--- src/rtl/uart_pkg.sv ---
// rtl/uart_pkg.sv - shared constants, helpers and FSM states for the UART autobaud path
//
// Contents:
//   BAUD_*          2-bit baud codes, same encoding the baud rate generator consumes
//   DEFAULT_CLK_HZ  default system clock frequency
//   P_*             integer bit periods in clk cycles at DEFAULT_CLK_HZ
//   TH_*            classification thresholds (midpoints of adjacent periods)
//   state_e         autobaud detector FSM states
package uart_pkg;

  localparam logic [1:0] BAUD_4800  = 2'b00;
  localparam logic [1:0] BAUD_9600  = 2'b01;
  localparam logic [1:0] BAUD_14400 = 2'b10;
  localparam logic [1:0] BAUD_19200 = 2'b11;

  localparam int unsigned DEFAULT_CLK_HZ = 5_000_000;

  // Midpoint between the integer bit periods of two adjacent rates.
  function automatic int unsigned mid_period(input int unsigned clk_hz,
                                             input int unsigned rate_fast,
                                             input int unsigned rate_slow);
    return ((clk_hz / rate_fast) + (clk_hz / rate_slow)) / 2;
  endfunction

  localparam int unsigned P_4800  = DEFAULT_CLK_HZ / 4800;
  localparam int unsigned P_9600  = DEFAULT_CLK_HZ / 9600;
  localparam int unsigned P_14400 = DEFAULT_CLK_HZ / 14400;
  localparam int unsigned P_19200 = DEFAULT_CLK_HZ / 19200;

  // Largest width classified as each faster rate.
  localparam int unsigned TH_19200 = (P_19200 + P_14400) / 2;
  localparam int unsigned TH_14400 = (P_14400 + P_9600) / 2;
  localparam int unsigned TH_9600  = (P_9600 + P_4800) / 2;

  typedef enum logic [2:0] {
    ST_IDLE,
    ST_WAIT_IDLE,
    ST_WAIT_FALL,
    ST_MEAS_LOW,
`ifdef AUTOBAUD_VERIFY_EN
    ST_VERIFY_HIGH,
`endif
    ST_DONE
  } state_e;

endpackage

--- src/rtl/uart_rx_sync.sv ---
// rtl/uart_rx_sync.sv - two-flop synchronizer for the asynchronous rx line
//
// Ports:
//   clk    system clock
//   reset  asynchronous, active-low; both flops reset to 1 (line idle)
//   d      raw asynchronous input
//   q      synchronized output, two clk cycles behind d
module uart_rx_sync (
  input  logic clk,
  input  logic reset,
  input  logic d,
  output logic q
);

  logic [1:0] sync_q;
  logic [1:0] sync_d;

  always_comb begin
    sync_d = {sync_q[0], d};
  end

  always_ff @(posedge clk or negedge reset) begin
    if (!reset) begin
      sync_q <= 2'b11;
    end else begin
      sync_q <= sync_d;
    end
  end

  assign q = sync_q[1];

endmodule

--- src/rtl/uart_autobaud_detector.sv ---
// rtl/uart_autobaud_detector.sv - measures the start bit of a 0x55 sync character and emits a baud code
//
// Optional feature macro: AUTOBAUD_VERIFY_EN (cross-checks the following high bit before locking)
//
// Ports:
//   clk     system clock
//   reset   asynchronous, active-low reset
//   rx      raw serial line, asynchronous, idle high
//   start   single-cycle arm/re-arm request
//   baud    detected baud code (generator encoding)
//   locked  sticky, baud is valid; cleared by start or reset
//   err     sticky, detection failed; cleared by start or reset
//   busy    high in every state except IDLE and DONE
module uart_autobaud_detector
  import uart_pkg::*;
#(
  parameter int unsigned CLK_HZ   = DEFAULT_CLK_HZ,
  parameter int unsigned MIN_CYC  = 200,
  parameter int unsigned MAX_CYC  = 1300,
  parameter int unsigned IDLE_CYC = 400,
  parameter int unsigned CW       = 12
) (
  input  logic       clk,
  input  logic       reset,
  input  logic       rx,
  input  logic       start,
  output logic [1:0] baud,
  output logic       locked,
  output logic       err,
  output logic       busy
);

  localparam logic [CW-1:0] MIN_L  = CW'(MIN_CYC);
  localparam logic [CW-1:0] MAX_L  = CW'(MAX_CYC);
  localparam logic [CW-1:0] IDLE_L = CW'(IDLE_CYC);
  localparam logic [CW-1:0] TH_11  = CW'(mid_period(CLK_HZ, 19200, 14400));
  localparam logic [CW-1:0] TH_10  = CW'(mid_period(CLK_HZ, 14400, 9600));
  localparam logic [CW-1:0] TH_01  = CW'(mid_period(CLK_HZ, 9600, 4800));

  logic rx_s;

  uart_rx_sync u_rx_sync (
    .clk   (clk),
    .reset (reset),
    .d     (rx),
    .q     (rx_s)
  );

  state_e        state_q, state_d;
  logic [CW-1:0] cnt_q, cnt_d;      // idle-high run length, then H in verify mode
  logic [CW-1:0] len_q, len_d;      // measured low width L
  logic [1:0]    baud_q, baud_d;
  logic          locked_q, locked_d;
  logic          err_q, err_d;

  logic [CW-1:0] cnt_inc;
  logic [CW-1:0] len_inc;
  logic [1:0]    baud_class;

  assign cnt_inc = cnt_q + CW'(1);
  // Saturates one past MAX so an over-long low can never wrap back into range.
  assign len_inc = (len_q > MAX_L) ? len_q : len_q + CW'(1);

  always_comb begin
    if (len_q <= TH_11) begin
      baud_class = BAUD_19200;
    end else if (len_q <= TH_10) begin
      baud_class = BAUD_14400;
    end else if (len_q <= TH_01) begin
      baud_class = BAUD_9600;
    end else begin
      baud_class = BAUD_4800;
    end
  end

`ifdef AUTOBAUD_VERIFY_EN
  logic [CW-1:0] hl_diff;
  assign hl_diff = (cnt_q >= len_q) ? (cnt_q - len_q) : (len_q - cnt_q);
`endif

  always_comb begin
    state_d  = state_q;
    cnt_d    = cnt_q;
    len_d    = len_q;
    baud_d   = baud_q;
    locked_d = locked_q;
    err_d    = err_q;

    // start overrides whatever the FSM would do this cycle, including a lock.
    if (start) begin
      locked_d = 1'b0;
      err_d    = 1'b0;
      cnt_d    = '0;
      len_d    = '0;
      state_d  = ST_WAIT_IDLE;
    end else begin
      case (state_q)
        ST_IDLE, ST_DONE: begin
        end
        ST_WAIT_IDLE: begin
          if (rx_s) begin
            cnt_d = cnt_inc;
            if (cnt_inc >= IDLE_L) begin
              state_d = ST_WAIT_FALL;
            end
          end else begin
            cnt_d = '0;
          end
        end
        ST_WAIT_FALL: begin
          if (!rx_s) begin
            len_d   = CW'(1);
            state_d = ST_MEAS_LOW;
          end
        end
        ST_MEAS_LOW: begin
          if (!rx_s) begin
            len_d = len_inc;
            if (len_inc > MAX_L) begin
              err_d   = 1'b1;
              state_d = ST_IDLE;
            end
          end else if (len_q < MIN_L) begin
            state_d = ST_WAIT_FALL;
          end else begin
`ifdef AUTOBAUD_VERIFY_EN
            cnt_d   = CW'(1);
            state_d = ST_VERIFY_HIGH;
`else
            baud_d   = baud_class;
            locked_d = 1'b1;
            state_d  = ST_DONE;
`endif
          end
        end
`ifdef AUTOBAUD_VERIFY_EN
        ST_VERIFY_HIGH: begin
          if (rx_s) begin
            cnt_d = cnt_inc;
            if (cnt_inc > MAX_L) begin
              err_d   = 1'b1;
              state_d = ST_IDLE;
            end
          end else if (hl_diff <= (len_q >> 2)) begin
            baud_d   = baud_class;
            locked_d = 1'b1;
            state_d  = ST_DONE;
          end else begin
            err_d   = 1'b1;
            state_d = ST_IDLE;
          end
        end
`endif
        default: begin
          state_d = ST_IDLE;
        end
      endcase
    end
  end

  always_ff @(posedge clk or negedge reset) begin
    if (!reset) begin
      state_q  <= ST_IDLE;
      cnt_q    <= '0;
      len_q    <= '0;
      baud_q   <= BAUD_9600;
      locked_q <= 1'b0;
      err_q    <= 1'b0;
    end else begin
      state_q  <= state_d;
      cnt_q    <= cnt_d;
      len_q    <= len_d;
      baud_q   <= baud_d;
      locked_q <= locked_d;
      err_q    <= err_d;
    end
  end

  assign baud   = baud_q;
  assign locked = locked_q;
  assign err    = err_q;
  assign busy   = (state_q != ST_IDLE) && (state_q != ST_DONE);

endmodule

--- config.mk ---
export PLATFORM = sky130hd
export DESIGN_NAME = uart_autobaud_detector
export DESIGN_NICKNAME = d
export VERILOG_FILES = /design/src/rtl/uart_pkg.sv /design/src/rtl/uart_rx_sync.sv /design/src/rtl/uart_autobaud_detector.sv
export SDC_FILE = /design/constraint.sdc
export NUM_CORES = 1
export LEC_CHECK = 0
export ABC_AREA = 1
export CORE_ASPECT_RATIO = 0.75
export CORE_UTILIZATION = 39
export DETAILED_ROUTE_END_ITERATION = 16
export GPL_TIMING_DRIVEN = 0
export PLACE_DENSITY_LB_ADDON = 0.08
export SLEW_MARGIN = 20
export SYNTH_ARGS = -nofsm -noshare
export SYNTH_HDL_FRONTEND = slang
export SYNTH_SLANG_ARGS = --single-unit
--- constraint.sdc ---
create_clock -name clk -period 2.6 [get_ports clk]
set_input_delay 0.65 -clock clk [delete_from_list [all_inputs] [get_ports clk]]
set_output_delay 0.65 -clock clk [all_outputs]
set_load 0.005 [all_outputs]
# [After elaboration in Yosys (flattened, before gate mapping)]
# Index checks and enable logic that the tools add are counted.
[classes] n_addsub=2 order_cmp=7 n_eq_ne=13 muxes=27 bitwise=2 n_reduce_logical=14
[op_table] cell="12-bit 2-to-1 mux" n=7
[op_table] cell="12-bit by 1-bit adder with 12-bit output (second input constant)" n=2
[op_table] cell="12-bit by 11-bit greater-than comparator with 1-bit output (second input constant)" n=2
[op_table] cell="12-bit by 9-bit <= comparator with 1-bit output (second input constant)" n=2
[op_table] cell="12-bit one-hot mux with 2 select lines" n=1
[op_table] cell="3-bit 2-to-1 mux" n=7
[op_table] cell="12-bit by 9-bit >= comparator with 1-bit output (second input constant)" n=1
[op_table] cell="12-bit by 10-bit <= comparator with 1-bit output (second input constant)" n=1
[op_table] cell="12-bit by 8-bit < comparator with 1-bit output (second input constant)" n=1
[op_table] cell="3-bit inequality test (second input constant)" n=4
[op_table] cell="3-bit one-hot mux with 4 select lines" n=1
[op_table] cell="1-bit 2-to-1 mux" n=9
[op_table] cell="3-bit AND reduction" n=3
[op_table] cell="2-bit nonzero test" n=4
[op_table] cell="3-bit by 2-bit equality test with 1-bit output (second input constant)" n=2
[op_table] cell="2-bit inequality test (second input constant)" n=3
[op_table] cell="3-bit nonzero test" n=2
[op_table] cell="5-bit AND reduction" n=1
[op_table] cell="2-bit 2-to-1 mux" n=2
[op_table] cell="4-bit by 3-bit inequality test with 1-bit output (second input constant)" n=1
[op_table] cell="4-bit AND reduction" n=1
[op_table] cell="3-bit by 1-bit equality test with 1-bit output (second input constant)" n=1
[op_table] cell="3-bit equality test (second input constant)" n=1
[op_table] cell="3-bit logical NOT" n=1
[op_table] cell="other kinds (4)" n=5
[word_totals] regBits=33 output_inout_bits=5 elab_cells=72

# [Logic depth before layout (Yosys ltp)]
[depth] word_depth=7 ltp_mapped=18 depth_no_buf=18

# [By module]
# From an unflattened synthesis, not the netlist that was laid out.
[unflattened] cells_unflattened=286 hier_area_um2=2198.4
[modules_own_cells] module="uart_autobaud_detector" n_inst=1 cells_per_inst=284 area_each_um2=2145.8 seq_area_each_um2=777.0
[modules_own_cells] module="uart_rx_sync" n_inst=1 cells_per_inst=2 area_each_um2=52.6 seq_area_each_um2=52.6

# [Least setup slack after synthesis]
# Ideal clock, no wire load.
[synth_path] kind="register -> register" start="reg len_q[0]" end="reg state_q[2]" setup_ps=123 t_arrival_ps=1883 t_required_ps=2477 path_slack_ps=594 stages_incl_launch_ff=17 synth_period_minus_slack_ps=2006 cell_sequence="dfrtp_1 -> inv_1 -> ha_1 -> nand4_4 -> nand2_4 -> buf_12 -> nand2_2 -> nand2_2 -> nand2_1 -> nor2_2 -> nand3_1 -> nand2_1 -> nand2_2 -> nand3_2 -> nand3_2 -> nand2_1 -> nand2_1"
[synth_between] elab_chain_len=5
[synth_rtl] item="from (decl)" line_no="uart_autobaud_detector.sv:51" rtl="logic [CW-1:0] len_q, len_d;"
[synth_rtl] item="from (signal assigned)" line_no="uart_autobaud_detector.sv:172" rtl="len_q <= len_d;"
[synth_rtl] item="12-bit by 1-bit adder with 12-bit output, or another cell as far along" line_no="uart_autobaud_detector.sv:62" rtl="assign len_inc = (len_q > MAX_L) ? len_q : len_q + CW'(1);"
[synth_rtl] item="12-bit 2-to-1 mux or 3-bit 2-to-1 mux (tied branches)" line_no="uart_autobaud_detector.sv:62, uart_autobaud_detector.sv:123"
[synth_rtl] item="12-bit by 11-bit greater-than comparator with 1-bit output or 3-bit 2-to-1 mux (tied branches)" line_no="uart_autobaud_detector.sv:119, uart_autobaud_detector.sv:117"
[synth_rtl] item="4-bit by 3-bit inequality test with 1-bit output (no line) or 3-bit one-hot mux with 4 select lines (tied branches)"
[synth_rtl] item="5-bit AND reduction (no line) or 3-bit 2-to-1 mux (tied branches)"
[synth_rtl] item="to (signal assigned)" line_no="uart_autobaud_detector.sv:170" rtl="state_q <= state_d;"
[synth_rtl] item="to (decl)" line_no="uart_autobaud_detector.sv:49" rtl="state_e state_q, state_d;"
# Several ways; a longest one is shown, not always the timed one.
# A chain may end at the register's enable or synchronous reset.

# [Worst setup path after layout]
[layout_path] start="in start" end="reg len_q[5]"
[layout_between] elab_chain_len=2
[layout_rtl] item="from (decl)" line_no="uart_autobaud_detector.sv:26" rtl="input logic start,"
[layout_rtl] item="3-bit inequality test (no line) or 3-bit nonzero test (tied branches)"
[layout_rtl] item="3-bit AND reduction (no line)"
# Several ways; a longest one is shown, not always the timed one.

==> reports/metrics.cfg <==
[run_status]
outcome = completed

[grt]
grt_max_degree = 23
grt_pass1_wl_mm = 8.42
globalRouteTotalUtil = 0.192
grt-ovfl-total = 0
grt_pass1_vias = 1720
antenna_found_initial = 0

[power_and_ir_drop]
power-per-cell-area_nw_per_um2 = 588
p_leak_uw = 0.00118
ir_worst_vdd_v = 0.000391

[finish]
nets = 308
post-route-util = 0.467
n_antenna_cell = 0
mostFrequentLayoutCells = 61 x nand2_1, 36 x inv_1, 30 x dfrtp_1, 23 x nand3_1, 19 x nor2_1
layout-drive-gt1-share = 0.154
post-route-cell-area_um2 = 2510
fillCellCount = 543
syn2layout_area_growth_pct = 14.8
final_common_cell = nand2_1

[setup_path]
ff2ff_path_depth = 17
cp-start-kind = input pin
worstSetupPathType = input pin to flop
r2r-end = state_q[2]
r2r_start = len_q[5]
cp.arrival_ns = 2.51
cp-endpoint = len_q[5]
cp_num_cells = 5
crit_required_ns = 2.74
startpoint = start
path_buf_inv = 3
path_cells = clkdlybuf4s50_1, clkinv_1, a31oi_2, clkbuf_1, o22ai_1
crit_path_end_kind = flop
cp_slowest_cell = clkdlybuf4s50_1
timing.reg2reg.setup_slack_ns = 0.25
slowest_delay_ns = 0.55
path_max_fanout = 10
cp_top_family = buffers and inverters

[synth]
ys_seq_elements = 33
synthArstFlopShare = 1.00
synth.net_count = 292
syn_area_per_cell_um2 = 7.76
synth_enable_flop_cells = 0
ys_warn_count = 0
yosys_most_used_dff = dfrtp_1
synth_seq_area_share = 0.379
syn-instance-count = 282
syn-cell-area_um2 = 2190
synth.distinct_cells = 33

[timing]
fmax_mhz = 422
min_period_ns = 2.37
fin_hold_ws_ns = 0.246
rsz0062_at_grt = false
post-route-period-util = 0.912
drv_slew = 0
tns_ns = 0
hold_violations = 0
setup_viol = 0
maxSlewHeadroom = 0.637
worst-slew-pin-transition_ns = 0.544
skew_ns = 0.00447

[cts]
cts-resized-gates = 0
clock_sinks = 33
clk_pin_slew_ns = 0.07
ctsHoldBuffers = 0
postCtsSetupRepairBufs = 0
insertion_delay_ns = 0.29
cts-root-buf = clkbuf_8
cts_buffers = 5
cts_tree = yes
htreeDepth = 2
clockBufferDepth = 2

[placement]
portBuffers = 8
dpl_cell_area_um2 = 2380
gp_congestion = 0.817
dpl.hpwl_mm = 3.69

[die]
core_area_um2 = 5380
ios = 9
die_area_um2 = 5910
die_w_um = 88.5
start_util = 0.406
placementRows = 23
fp.dieH_um = 66.9

[routing]
wire_per_inst_um = 13.2
firstDrtPassIters = 4
drtAntennaViolNets = 0
via_count = 1872
totalWireLength_mm = 4.95
via_per_inst = 5.01
drtIter0Drc = 94
drc_errors = 0

[min_path]
hold_path_class = input pin to async pin

[flow_run]
maxCapViolCount = 0

[flip-flops by register name, summed over array words and instances (netlist names)]
| signal | flops |
|---|---|
| cnt_q | 12 |
| state_q | 3 |
| baud | 2 |
| err | 1 |
| u_rx_sync.sync_q | 2 |
| locked | 1 |
| len_q | 12 |
[synth_stat cells, types with 4 or more instances]
cell type   n  area (um^2)
inv_2       4         15.0
o22ai_1    14         87.6
nand2_2     8         50.1
dfrtp_1    30          751
o21ai_0    14         70.1
inv_1      37          139
nand4_1     6         37.5
nor2_1     19         71.3
xor2_1     13          114
nand2_1    61          229
ha_1        6         75.1
nor3_1      5         25.0
nand3_2     4         40.0
a21oi_1     8         40.0
nand3_1    23          115
[layer usage]
layer	share of wire	vias up	GRT usage
li1	-	961	-
met5	0	-	0
met1	0.55	869	0.294
met4	0.012	0	0.0565
met3	0.045	6	0.0446
met2	0.39	36	0.260
[per-stage QoR]
| step | worst slack, ns | instances | power [uW] |
|---|---|---|---|
| after floorplan | 0.594 | 282 | 840 |
| after global placement | -0.166 | 365 | 961 |
| after detailed placement | -0.147 | 366 | 967 |
| after CTS | 0.147 | 374 | 1490 |
| after global routing | 0.00809 | 374 | 1560 |
| final | 0.230 | 374 | 1480 |
[final cells by class]
class | count | area (um^2) | area share
multi-input combinational | 202 | 1170 | 0.467
clock buffer | 7 | 86.3 | 0.0344
clock inverter | 1 | 30.0 | 0.0120
inverter | 43 | 161 | 0.0643
sequential | 33 | 830 | 0.330
tap | 75 | 93.8 | 0.0374
timing repair buffer | 9 | 103 | 0.0409
buffer | 4 | 35.0 | 0.0140
[kinds of logic (layout without fill, tap and decap cells)]
kind of cell             Yosys count  after routing  synth area share
flip-flops                        33             33             0.379
adder cells (fa/ha/maj)            6              6            0.0343
AND/OR/NAND/NOR                  135            135             0.306
XOR/XNOR                          14             14            0.0595
AO/OA/AOI/OAI                     47             47             0.131
buffers and inverters             47             64            0.0898
[worst min path at each step]
stage	from	endpoint	depth (start not counted)
6_report	reset	cnt_q[5]	1
3_5_place_dp	u_rx_sync.sync_q[0]	u_rx_sync.sync_q[1]	0
4_1_cts	reset	cnt_q[5]	1
2_1_floorplan	reset	baud[1]	0
3_3_place_gp	u_rx_sync.sync_q[0]	u_rx_sync.sync_q[1]	0
5_1_grt	reset	cnt_q[4]	1
[power breakdown]
part           leakage [uW]  total [uW]  internal, uW  switching (uW)
logic              0.000673         369           132             237
clock network     0.0000585         512           313             199
registers          0.000445         595           555            40.1
total               0.00118        1480           999             476
No activity file was read; power rests on OpenSTA's default activity.
